===== config.mk =====
export PLATFORM = sky130hd
export DESIGN_NAME = separate_led7_decoder
export DESIGN_NICKNAME = d
export VERILOG_FILES = /design/src/rtl/sep7_pkg.sv /design/src/rtl/led7_decoder.sv /design/src/rtl/separate_led7_decoder.sv
export SDC_FILE = /design/constraint.sdc
export NUM_CORES = 1
export LEC_CHECK = 0
export ABC_AREA = 1
export BUFFER_PORTS_ARGS = -buffer_cell sky130_fd_sc_hd__buf_2
export CORE_MARGIN = 8
export CORE_UTILIZATION = 50
export CTS_BUF_LIST = sky130_fd_sc_hd__clkbuf_4 sky130_fd_sc_hd__clkbuf_8
export CTS_CLUSTER_DIAMETER = 80
export DETAILED_ROUTE_END_ITERATION = 8
export GPL_TIMING_DRIVEN = 0
export PLACE_DENSITY = 0.81
export SKIP_LAST_GASP = 1
export SLEW_MARGIN = 20
export SYNTH_ARGS = -nofsm -noshare
export SYNTH_HDL_FRONTEND = slang
export SYNTH_HIERARCHICAL = 1
export SYNTH_SLANG_ARGS = --single-unit

===== constraint.sdc =====
create_clock -name clk_50 -period 0.8 [get_ports clk_50]
set_clock_uncertainty 0.05 [all_clocks]
set_input_delay 0.04 -clock clk_50 [delete_from_list [all_inputs] [get_ports clk_50]]
set_output_delay 0.04 -clock clk_50 [all_outputs]
set_load 0.01 [all_outputs]

===== src/rtl/sep7_pkg.sv =====
// sep7_pkg -- shared types and constants for the two-digit 7-segment display.
//
// Contents:
//   seg7_t           7-bit segment pattern, bit order {g,f,e,d,c,b,a}
//   bcd_t            packed tens/units BCD pair
//   SEG_0..SEG_F     hex glyphs in active-low form (lit segment = 0)
//   SEG_BLANK        all segments off, active-low form
//   apply_polarity   converts an active-low pattern to the requested polarity
package sep7_pkg;

  typedef logic [6:0] seg7_t;

  typedef struct packed {
    logic [3:0] tens;
    logic [3:0] units;
  } bcd_t;

  localparam seg7_t SEG_0     = 7'h40;
  localparam seg7_t SEG_1     = 7'h79;
  localparam seg7_t SEG_2     = 7'h24;
  localparam seg7_t SEG_3     = 7'h30;
  localparam seg7_t SEG_4     = 7'h19;
  localparam seg7_t SEG_5     = 7'h12;
  localparam seg7_t SEG_6     = 7'h02;
  localparam seg7_t SEG_7     = 7'h78;
  localparam seg7_t SEG_8     = 7'h00;
  localparam seg7_t SEG_9     = 7'h10;
  localparam seg7_t SEG_A     = 7'h08;
  localparam seg7_t SEG_B     = 7'h03;
  localparam seg7_t SEG_C     = 7'h46;
  localparam seg7_t SEG_D     = 7'h21;
  localparam seg7_t SEG_E     = 7'h06;
  localparam seg7_t SEG_F     = 7'h0E;
  localparam seg7_t SEG_BLANK = 7'h7F;

  // All constants above are stored active-low; active-high is the inverse.
  function automatic seg7_t apply_polarity(input seg7_t pattern, input bit active_low);
    return active_low ? pattern : ~pattern;
  endfunction

endpackage


===== src/rtl/led7_decoder.sv =====
// led7_decoder -- combinational hex nibble to 7-segment decoder.
//
// Parameters:
//   SEG_ACTIVE_LOW  1 = lit segment driven 0 (common anode), 0 = lit driven 1
// Ports:
//   digit  input  [3:0]  nibble to display (0..15, shown as 0-9, A,b,C,d,E,F)
//   seg    output [6:0]  segment pattern {g,f,e,d,c,b,a}
module led7_decoder
  import sep7_pkg::*;
#(
  parameter bit SEG_ACTIVE_LOW = 1'b1
) (
  input  logic [3:0] digit,
  output seg7_t      seg
);

  seg7_t pattern_al;

  always_comb begin
    pattern_al = SEG_BLANK;
    case (digit)
      4'h0: pattern_al = SEG_0;
      4'h1: pattern_al = SEG_1;
      4'h2: pattern_al = SEG_2;
      4'h3: pattern_al = SEG_3;
      4'h4: pattern_al = SEG_4;
      4'h5: pattern_al = SEG_5;
      4'h6: pattern_al = SEG_6;
      4'h7: pattern_al = SEG_7;
      4'h8: pattern_al = SEG_8;
      4'h9: pattern_al = SEG_9;
      4'hA: pattern_al = SEG_A;
      4'hB: pattern_al = SEG_B;
      4'hC: pattern_al = SEG_C;
      4'hD: pattern_al = SEG_D;
      4'hE: pattern_al = SEG_E;
      4'hF: pattern_al = SEG_F;
      default: pattern_al = SEG_BLANK;
    endcase
  end

  assign seg = apply_polarity(pattern_al, SEG_ACTIVE_LOW);

endmodule


===== src/rtl/separate_led7_decoder.sv =====
// separate_led7_decoder -- splits a 6-bit binary count into BCD tens/units
// and drives two 7-segment patterns, all four outputs registered together.
//
// Parameters:
//   SEG_ACTIVE_LOW  1 = lit segment driven 0 (common anode), 0 = lit driven 1
// Ports:
//   clk_50    input       system clock, rising edge
//   rst_n     input       asynchronous active-low reset (digits 0, segments blank)
//   value     input [5:0] binary count 0..63
//   digit_lo  output[3:0] BCD units digit
//   digit_hi  output[3:0] BCD tens digit
//   seg_lo    output[6:0] segment pattern for digit_lo, {g,f,e,d,c,b,a}
//   seg_hi    output[6:0] segment pattern for digit_hi, {g,f,e,d,c,b,a}
// Build option:
//   BLANK_LEADING_ZERO_EN  when defined, seg_hi is blank while the tens digit
//                          is 0 (digit_hi still reads 0, seg_lo unaffected).
module separate_led7_decoder
  import sep7_pkg::*;
#(
  parameter bit SEG_ACTIVE_LOW = 1'b1
) (
  input  logic       clk_50,
  input  logic       rst_n,
  input  logic [5:0] value,
  output logic [3:0] digit_lo,
  output logic [3:0] digit_hi,
  output seg7_t      seg_lo,
  output seg7_t      seg_hi
);

  localparam seg7_t BLANK = apply_polarity(SEG_BLANK, SEG_ACTIVE_LOW);

  bcd_t  bcd;
  seg7_t dec_lo;
  seg7_t dec_hi;
  seg7_t seg_hi_next;

  // Single-cycle split; quotient is at most 6 and remainder at most 9, so the
  // casts only drop bits that are always zero.
  always_comb begin
    bcd.tens  = 4'(value / 6'd10);
    bcd.units = 4'(value % 6'd10);
  end

  led7_decoder #(.SEG_ACTIVE_LOW(SEG_ACTIVE_LOW)) u_dec_lo (
    .digit (bcd.units),
    .seg   (dec_lo)
  );

  led7_decoder #(.SEG_ACTIVE_LOW(SEG_ACTIVE_LOW)) u_dec_hi (
    .digit (bcd.tens),
    .seg   (dec_hi)
  );

  always_comb begin
    seg_hi_next = dec_hi;
`ifdef BLANK_LEADING_ZERO_EN
    if (bcd.tens == 4'd0) seg_hi_next = BLANK;
`else
    seg_hi_next = dec_hi;
`endif
  end

  // Digits and segments come from the same sample and share one register
  // stage, so they can never disagree on any cycle.
  always_ff @(posedge clk_50 or negedge rst_n) begin
    if (!rst_n) begin
      digit_lo <= 4'd0;
      digit_hi <= 4'd0;
      seg_lo   <= BLANK;
      seg_hi   <= BLANK;
    end else begin
      digit_lo <= bcd.units;
      digit_hi <= bcd.tens;
      seg_lo   <= dec_lo;
      seg_hi   <= seg_hi_next;
    end
  end

endmodule


==> results of run 1 <==
[where the power goes]
group	switching, mW	leakage [nW]	internal (mW)	total (mW)
Combinational	1.06	0.827	0.949	2.01
Clock	0.318	0.0184	0.228	0.546
Sequential	0.0841	0.230	1.37	1.46
Total	1.46	1.08	2.55	4.01
[per-stage QoR]
step | hold slack [ns] | cells | TNS [ns] | cell area, um2 | power [mW]
floorplan | -0.306 | 170 | -9.19 | 1460 | 2.33
finish | 0.0363 | 249 | -11.81 | 2130 | 4.01
global route | 0.0308 | 249 | -13.84 | 2130 | 4.27
detailed placement | -0.0367 | 229 | -16.91 | 1640 | 2.74
global placement | -0.0581 | 229 | -15.69 | 1640 | 2.71
CTS | 0.0266 | 248 | -10.79 | 2040 | 3.84
[layer usage]
layer,vias up,part of all wire
li1,623,-
met1,617,0.39
met2,55,0.52
met3,6,0.067
met4,0,0.020
met5,-,0
[cell families (layout without fill, tap and decap cells)]
logic type,after synthesis,in the layout,synth area share
AOI/OAI and AO/OA,8,8,0.0376
other,1,2,0.00275
and+or+nand+nor,94,94,0.325
buffers and inverters,30,78,0.0983
adders and majority gates,15,15,0.138
DFF,21,21,0.399
[registers in the layout, summed over array words and instances (netlist names)]
| name | count |
|---|---|
| digit_hi | 3 |
| digit_lo | 4 |
| seg_hi | 7 |
| seg_lo | 7 |
[cell usage in the layout, fill, tap and decap left out, types with 8 or more instances in the layout]
cell type | synthesis | layout
buf_2 | 2 | 11
buf_4 | 1 | 12
buf_6 | 2 | 22
dfstp_2 | 14 | 14
inv_1 | 18 | 12
nand2_1 | 55 | 42
nand2_4 | 3 | 9
nand3_1 | 29 | 22
nand3_2 | 2 | 8
[cell type report]
| class | count | area [um2] | share of cell area |
|---|---|---|---|
| multi-input combinational | 119 | 938 | 0.440 |
| sequential | 21 | 543 | 0.255 |
| timing repair buffer | 44 | 402 | 0.188 |
| inverter | 25 | 135 | 0.0633 |
| buffer | 5 | 46.3 | 0.0217 |
| tap | 31 | 38.8 | 0.0182 |
| clock buffer | 4 | 30.0 | 0.0141 |
[synth_stat cells, drive strengths merged]
cell type / instances
buf: 5
nand2: 61
dfrtp: 7
nand4: 2
inv: 25
o21a: 1
ha: 15
dfstp: 14
o21ai: 6
a21oi: 1
conb: 1
nand3: 31
[worst paths after layout]
path | from | end | slack (ns)
setup / recovery | value[3] | seg_lo[0] | -0.57
max in group asynchronous | rst_n | seg_hi[0] | 0.18
hold / removal | value[5] | digit_hi[2] | 0.04
min in group asynchronous | rst_n | digit_lo[1] | 0.18
[what timing repair did]
action / 4_1_cts / 5_1_grt
cloned: 2 / 0
gates resized for setup: 60 / 18
setup buffers: 11 / 1
pin swaps: 22 / 13
hold endpoints to repair: 22 / 0
endpoints found under the setup margin: 39 / 39
hold buffers: 2 / 0
==> run metrics, run 1 <==
status=complete, but fails checks; violated checks=negative setup slack; # rows=19; Worst EP required=1.00 ns; Final setup viols=39; initial antenna violation count=0; initial drt markers=70; Pleak=1.08 nW; RSZ-0062 raised after global routing=yes; #FFs+latches synth=21; Synth area leaders=dfstp_2 27%, nand2_1 15%, ha_1 14%; deepest clock path buffer count=2; slowest stage delay, CP=0.21 ns; CP Launch Type=input pin; vias after detailed routing=1,301; post-route antenna net violation count=0; Synthesis Warnings=6; drt drc=0; worst slew pin tran=0.516 ns; clock transition at the registers of the reported paths=0.12 ns; GRT Max-Usage Layer=met2; Max Slew Vio Count=0; PnR worst setup slack=-0.575 ns; total CTS buffers=3; M3 GR Usage=0.0180; Yosys top cell area share=0.270; I/O pin total=30; worst vdd ir=1.98 mV; GRT overflow=0; Layout Area Growth over Synthesis=56.6%; Seq/Total Area, Yosys=0.399; Hold Vio Cnt, Final=0; Avg Cell Area, Syn=8.06 um2; achievable frequency=0.727 GHz; Total Nets Final=242; # port buffers=28; Period Utilization, post-route=1.72; Routed WL per cell=14.1 um; CP Class=input pin to flip-flop; initial core utilization=0.512; clock period minus worst slack=1.37 ns; largest area contributor in the netlist=dfstp_2; CP top delay family=simple AND/OR/NAND/NOR gates; Fillers=157; Crit Path Max Fanout=7; largest net degree at the start of global routing=22; die area=4650 um2; worst hold path depth=3; crit path capture type=flip-flop; Slowest-stage cell, CP=ha_2; H-tree levels=1; Root Buffer=clkbuf_4; first-pass GRT wire length=5690 um; Critical Path Most Common Cell=nand2_8; hpwl dp=2230 um; Mapped Cells=169; Cell Pwr Density=1880 nW/um2; TritonCTS clock tree=built; max_slew headroom=0.656; share of cells above drive strength 1=0.550; core area=2660 um2; Final Util=0.801; Die Height=68.2 um; Cell Chain, Critical Path=buf_12 -> inv_16 -> nand3_4 -> nand4_4 -> nand2_4 -> nand2_2 -> nand2_2 -> inv_2 -> nand2_4 -> nand2_8 -> nand2_8 -> nand2_8 -> ha_2 -> inv_1 -> nand2_1 -> nand3_1 -> nand2_1; CP bufs+invs=4; clk sinks=21; Max Cap Violations=0; Chip Width=68.2 um; routability cong.=0.940; worst hold path class=input pin to flip-flop; DRT Wirelength=3520 um; Diodes inserted=0; GRT Overall Usage=0.157; DR vias/cell=5.22; pre-CTS WS=-1.11 ns; Distinct cells, synth=21; Pre-antenna DRT Iters=4; synthesized area=1360 um2; vias in the first global route=1,273; grt met1 use=0.179; CP Depth=17; met2 usage=0.294; Critical Path AT=1.58 ns
Power figures use the tool's default switching activity.
==> run 2: changes to the inputs <==
- ABC_AREA: 1 -> 0
- GPL_TIMING_DRIVEN: 0 -> default
==> run 2 against run 1 <==
The run still ends with negative setup slack left. Sequential power shrank 4%. Sequential cell count is the same. Critical path depth shrank 4. Die area grew 4.1%. Highest routed layer unchanged.
==> run metrics, run 2 <==
core area=2730 um2 (was 2660 um2); TritonCTS clock tree=built (unchanged); Distinct cells, synth=37 (was 21); Max Slew Vio Count=0 (unchanged); Layout Area Growth over Synthesis=75.7% (was 56.6%); total CTS buffers=3 (unchanged); Critical Path AT=2.19 ns (was 1.58 ns); initial core utilization=0.525 (was 0.512); ys flop type=dfstp_2 (unchanged); Die Height=69.6 um (was 68.2 um); Total Nets Final=256 (was 242); crit path capture type=flip-flop (unchanged); PnR worst setup slack=-1.19 ns (was -0.575 ns); Final setup viols=40 (was 39); RSZ-0062 raised after global routing=yes (unchanged); Synth area leaders=dfstp_2 26%, ha_1 13%, dfrtp_1 12% (was dfstp_2 27%, nand2_1 15%, ha_1 14%); Avg Cell Area, Syn=10.5 um2 (was 8.06 um2); setup TNS=-19.69 ns (was -11.81 ns); Cell Chain, Critical Path=buf_8 -> and2b_2 -> nand2_2 -> o211ai_1 -> o21ai_1 -> ha_2 -> nor3b_2 -> nor2_1 -> o211ai_1 -> buf_4 -> buf_6 -> mux2i_1 -> a32o_1 (was buf_12 -> inv_16 -> nand3_4 -> nand4_4 -> nand2_4 -> nand2_2 -> nand2_2 -> inv_2 -> nand2_4 -> nand2_8 -> nand2_8 -> nand2_8 -> ha_2 -> inv_1 -> nand2_1 -> nand3_1 -> nand2_1); status=complete, but fails checks (unchanged); first-pass GRT wire length=7700 um (was 5690 um); Cell Pwr Density=1630 nW/um2 (was 1880 nW/um2); largest area contributor in the netlist=dfstp_2 (unchanged); synthesized area=1440 um2 (was 1360 um2); CP Class=input pin to flip-flop (unchanged); Hold Vio Cnt, Final=0 (unchanged); FFs w/ async S/R, synth=1.00 (unchanged); Seq/Total Area, Yosys=0.378 (was 0.399); #FFs+latches synth=21 (unchanged); largest net degree at the start of global routing=22 (unchanged); Pre-antenna DRT Iters=7 (was 4); Worst EP required=1.00 ns (about the same); worst vdd ir=1.78 mV (was 1.98 mV); vias after detailed routing=1,623 (was 1,301); Yosys top cell area share=0.256 (was 0.270); GRT overflow=0 (unchanged); initial antenna violation count=0 (unchanged); Synthesis Warnings=6 (unchanged); post-route antenna net violation count=0 (unchanged); vias in the first global route=1,467 (was 1,273); # port buffers=28 (unchanged); Max Cap Violations=0 (unchanged); Mapped Cells=137 (was 169); Post-synth EDFFs=0 (unchanged); final instance area=2520 um2 (was 2130 um2); placed instance area=1930 um2 (was 1640 um2); clock period minus worst slack=1.99 ns (was 1.37 ns); Final Util=0.923 (was 0.801); Root Buffer=clkbuf_4 (unchanged); achievable frequency=0.503 GHz (was 0.727 GHz); # rows=19 (unchanged); DRT Wirelength=6600 um (was 3520 um); CP top delay family=compound AO/OA/AOI/OAI gates (was simple AND/OR/NAND/NOR gates); Pleak=1.20 nW (was 1.08 nW); deepest clock path buffer count=2 (unchanged); Top Registers=seg_hi: 7 flops, seg_lo: 7 flops, digit_lo: 4 flops (unchanged); drt drc=0 (unchanged); Period Utilization, post-route=2.49 (was 1.72); most frequent cells in the layout=51 x buf_4, 30 x buf_6, 14 x dfstp_2, 10 x nor2_1, 9 x ha_1 (was 42 x nand2_1, 22 x nand3_1, 22 x buf_6, 14 x dfstp_2); initial drt markers=171 (was 70); worst hold path class=input pin to flip-flop (unchanged); Routed WL per cell=25.1 um (was 14.1 um); CP Launch Type=input pin (unchanged); hpwl dp=2620 um (was 2230 um); routability cong.=0.927 (was 0.940); violated checks=negative setup slack (unchanged); Fillers=94 (was 157); most common cell after layout, fill and taps aside=buf_4 (was nand2_1); Crit Path Max Fanout=5 (was 7); die area=4840 um2 (was 4650 um2); clk sinks=21 (unchanged); H-tree levels=1 (unchanged); Diodes inserted=0 (unchanged); share of cells above drive strength 1=0.668 (was 0.550); DR vias/cell=6.17 (was 5.22); Chip Width=69.6 um (was 68.2 um); CP bufs+invs=3 (was 4); I/O pin total=30 (unchanged); slowest stage delay, CP=0.27 ns (was 0.21 ns); GRT Overall Usage=0.198 (was 0.157); clock transition at the registers of the reported paths=0.11 ns (was 0.12 ns); Slowest-stage cell, CP=o211ai_1 (was ha_2); overall power=4.12 mW (was 4.01 mW); top cells by count, synth=15 x ha_1, 15 x nor2_1, 14 x dfstp_2 (was 55 x nand2_1, 29 x nand3_1, 18 x inv_1); Critical Path Most Common Cell=o211ai_1 (was nand2_8)
[run 2: changes by cell type in the layout (fill, tap and decap cells not counted), moves of 9 or more]
cell	previous run	this run
nand2_1	42	5
nand3_1	22	0
buf_4	12	51
nor2_1	0	10
nand2_4	9	0
[run 2: layout make-up]
type                       instances  area (um2)  area share
multi-input combinational        103        1000       0.396
timing repair buffer              97         886       0.351
sequential                        21         543       0.215
tap                               31        38.8      0.0154
clock buffer                       4        30.0      0.0119
inverter                           7        26.3      0.0104
[run 2: tightest hold or removal path: stages]
cell and delay (ns):
buf_2 0.12, buf_4 0.13, a32o_1 0.17
[run 2: path summary, 6_finish.rpt]
kind / startpoint / to / slack [ns] / cells past startpoint
setup / recovery: value[3] / seg_lo[1] / -1.19 / 13
hold / removal: value[0] / seg_lo[1] / 0.13 / 3
max in group asynchronous: rst_n / seg_lo[2] / 0.17 / 2
min in group asynchronous: rst_n / digit_hi[1] / 0.18 / 2
[run 2: power by group]
group	leakage, nW	internal [mW]	switching [mW]
registers	0.231	1.32	0.0838
logic	0.950	1.13	1.03
clock network	0.0184	0.228	0.321
total	1.20	2.68	1.44
[run 2: repair_timing]
item                                   in CTS  in global routing
resized for setup                          41                 39
setup endpoints to repair                  39                 40
hold buffers                                2                  0
cloned                                      0                  0
endpoints found under the hold margin      22                  0
pin swaps                                  17                 20
buffers inserted                           12                 15
[run 2: cells by family after synthesis]
kind of cell,share of synthesized area
compound gates,0.146
other cells,0.00261
xor+xnor,0.0235
buf+inv,0.0688
fa+ha+maj,0.131
flops,0.378
simple gates,0.135
mux,0.115
[run 2: stage by stage]
step	cells	worst slack, ns	hold WS, ns
3_5_place_dp	233	-1.41	-0.0571
4_1_cts	251	-0.968	0.0893
3_3_place_gp	233	-1.29	-0.0661
6_report	263	-1.19	0.135
5_1_grt	263	-1.22	0.131
2_1_floorplan	140	-1.31	-0.306
[run 2: per-layer routing]
layer | share of wire | global-route usage | up-vias
li1 | - | - | 656
met5 | 0 | 0 | -
met1 | 0.34 | 0.199 | 761
met2 | 0.49 | 0.353 | 150
met3 | 0.095 | 0.0472 | 56
met4 | 0.075 | 0.128 | 0
==> run 3: changes to the inputs <==
- SKIP_LAST_GASP: 1 -> default
==> run 3 against run 2 <==
The flow still finishes with violations (negative setup slack). Power shrank 0.99%. First-iteration DRC count grew 13%. Sequential share of layout area grew 0.25 points. Global-route usage shrank 0.070 points. Via count shrank 6.0%. Count of clock-buffer cells in the layout is the same. Highest routed layer unchanged. Die area is the same. Clock power grew 0.7%. Hold slack lost 0.0062 ns. Critical path depth is the same.
==> run metrics, run 3 (synthesized netlist as in run 2, its figures left out) <==
die area=4840 um2 (unchanged); total CTS buffers=3 (unchanged); pre-CTS WS=-1.41 ns (unchanged); post-route antenna net violation count=0 (unchanged); clock transition at the registers of the reported paths=0.12 ns (was 0.11 ns); most common cell after layout, fill and taps aside=buf_4 (unchanged); largest net degree at the start of global routing=22 (unchanged); Max Slew Vio Count=0 (unchanged); Layout Cells excl Fill=262 (was 263); Hold Vio Cnt, Final=0 (unchanged); placed instance area=1930 um2 (unchanged); I/O pin total=30 (unchanged); core area=2730 um2 (unchanged); DR vias/cell=5.82 (was 6.17); Total Nets Final=254 (was 256); worst hold path class=input pin to flip-flop (unchanged); vias after detailed routing=1,526 (was 1,623); DRT Wirelength=6150 um (was 6600 um); Root Buffer=clkbuf_4 (unchanged); GRT Overall Usage=0.197 (was 0.198); Chip Width=69.6 um (unchanged); Switching Share=0.346 (was 0.350); share of cells above drive strength 1=0.670 (was 0.668); Fillers=103 (was 94); initial antenna violation count=0 (unchanged); Max Cap Violations=0 (unchanged); hpwl dp=2620 um (unchanged); Layout Area Growth over Synthesis=73.7% (was 75.7%); drt drc=0 (unchanged); deepest clock path buffer count=2 (unchanged); Routed WL per cell=23.5 um (was 25.1 um); Worst EP required=0.97 ns (was 1.00 ns); TritonCTS clock tree=built (unchanged); initial drt markers=194 (was 171); multi-input logic area=1020 um2 (was 1000 um2); PnR worst setup slack=-1.21 ns (was -1.19 ns); P_sw=1.41 mW (was 1.44 mW); Final setup viols=39 (was 40); CP startpoint=value[3] (unchanged); clk sinks=21 (unchanged); final instance area=2490 um2 (was 2520 um2); RSZ-0062 raised after global routing=yes (unchanged); Critical Path AT=2.18 ns (was 2.19 ns); Sequential Area=543 um2 (unchanged); Period Utilization, post-route=2.52 (was 2.49); first-pass GRT wire length=7930 um (was 7700 um); Pre-antenna DRT Iters=4 (was 7); routability cong.=0.927 (unchanged); GRT overflow=0 (unchanged); Pleak=1.18 nW (was 1.20 nW); violated checks=negative setup slack (unchanged); overall power=4.08 mW (was 4.12 mW); setup TNS=-18.96 ns (was -19.69 ns); Crit Path Max Fanout=5 (unchanged); Clock Power Share=0.136 (was 0.134); Final Util=0.913 (was 0.923); worst min-delay path startpoint=value[0] (unchanged); status=complete, but fails checks (unchanged); CP Class=input pin to flip-flop (unchanged); Placed Cells=233 (unchanged); worst vdd ir=1.98 mV (was 1.78 mV); Top Registers=seg_hi: 7 flops, seg_lo: 7 flops, digit_lo: 4 flops (unchanged); worst hold slack=0.129 ns (was 0.135 ns); sequential share of power=0.346 (was 0.340); initial core utilization=0.525 (unchanged); clock period minus worst slack=2.01 ns (was 1.99 ns); # port buffers=28 (unchanged); H-tree levels=1 (unchanged); Cell Pwr Density=1630 nW/um2 (about the same); most frequent cells in the layout=48 x buf_4, 34 x buf_6, 14 x dfstp_2, 11 x nor2_1 (was 51 x buf_4, 30 x buf_6, 14 x dfstp_2, 10 x nor2_1, 9 x ha_1); vias in the first global route=1,541 (was 1,467); crit path capture type=flip-flop (unchanged); achievable frequency=0.497 GHz (was 0.503 GHz); CP Launch Type=input pin (unchanged); logic gate share of total power=0.518 (was 0.526); # rows=19 (unchanged); Int Pwr=2.67 mW (was 2.68 mW); Die Height=69.6 um (unchanged)
## run 3: cell types whose count changed in the layout (fill, tap and decap cells not counted), sizes merged
cell,change
buf,-2
diode,+1
## run 3: power by group through the flow
stage	registers, mW	clock network (mW)	logic, mW
after floorplan	1.47	0	0.623
after global placement	1.36	0	1.24
after global routing	1.42	0.599	2.20
final	1.41	0.554	2.11
after detailed placement	1.36	0	1.31
after CTS	1.38	0.517	1.67
## run 3: worst paths after layout
| kind | endpoint | slack [ns] | cells past startpoint |
|---|---|---|---|
| hold / removal | seg_lo[1] | 0.13 | 3 |
| min in group asynchronous | digit_lo[1] | 0.18 | 2 |
| setup / recovery | seg_lo[0] | -1.21 | 13 |
| max in group asynchronous | seg_hi[5] | 0.17 | 2 |
## run 3: critical path: stages
cell      delay (ns)
buf_8           0.10
and2b_2         0.22
nand2_2         0.05
o211ai_1        0.12
o21ai_1         0.11
ha_2            0.22
nor3b_2         0.17
nor2_1          0.07
o211ai_1        0.28
buf_4           0.23
nor2_4          0.05
or3b_1          0.38
o21ai_1         0.13
## run 3: layout make-up
type / instances / share of cell area
diodes: 1 / 0.00100
clock buffers: 4 / 0.0120
inverters: 7 / 0.0105
multi-input cells: 103 / 0.407
flip-flops and latches: 21 / 0.218
well taps: 31 / 0.0155
repair buffers: 95 / 0.336
## run 3: timing repair
item / CTS / global route
gates resized for setup: 46 / 35
endpoints found under the setup margin: 39 / 40
pin swaps: 18 / 18
hold buffers: 2 / 0
setup buffers: 12 / 14
hold endpoints to repair: 22 / 0
## run 3: layer usage
layer / share of wire / vias to the layer above / global-route usage
li1: - / 655 / -
met1: 0.39 / 750 / 0.221
met2: 0.50 / 98 / 0.349
met3: 0.073 / 23 / 0.0472
met4: 0.037 / 0 / 0.0706
met5: 0 / - / 0
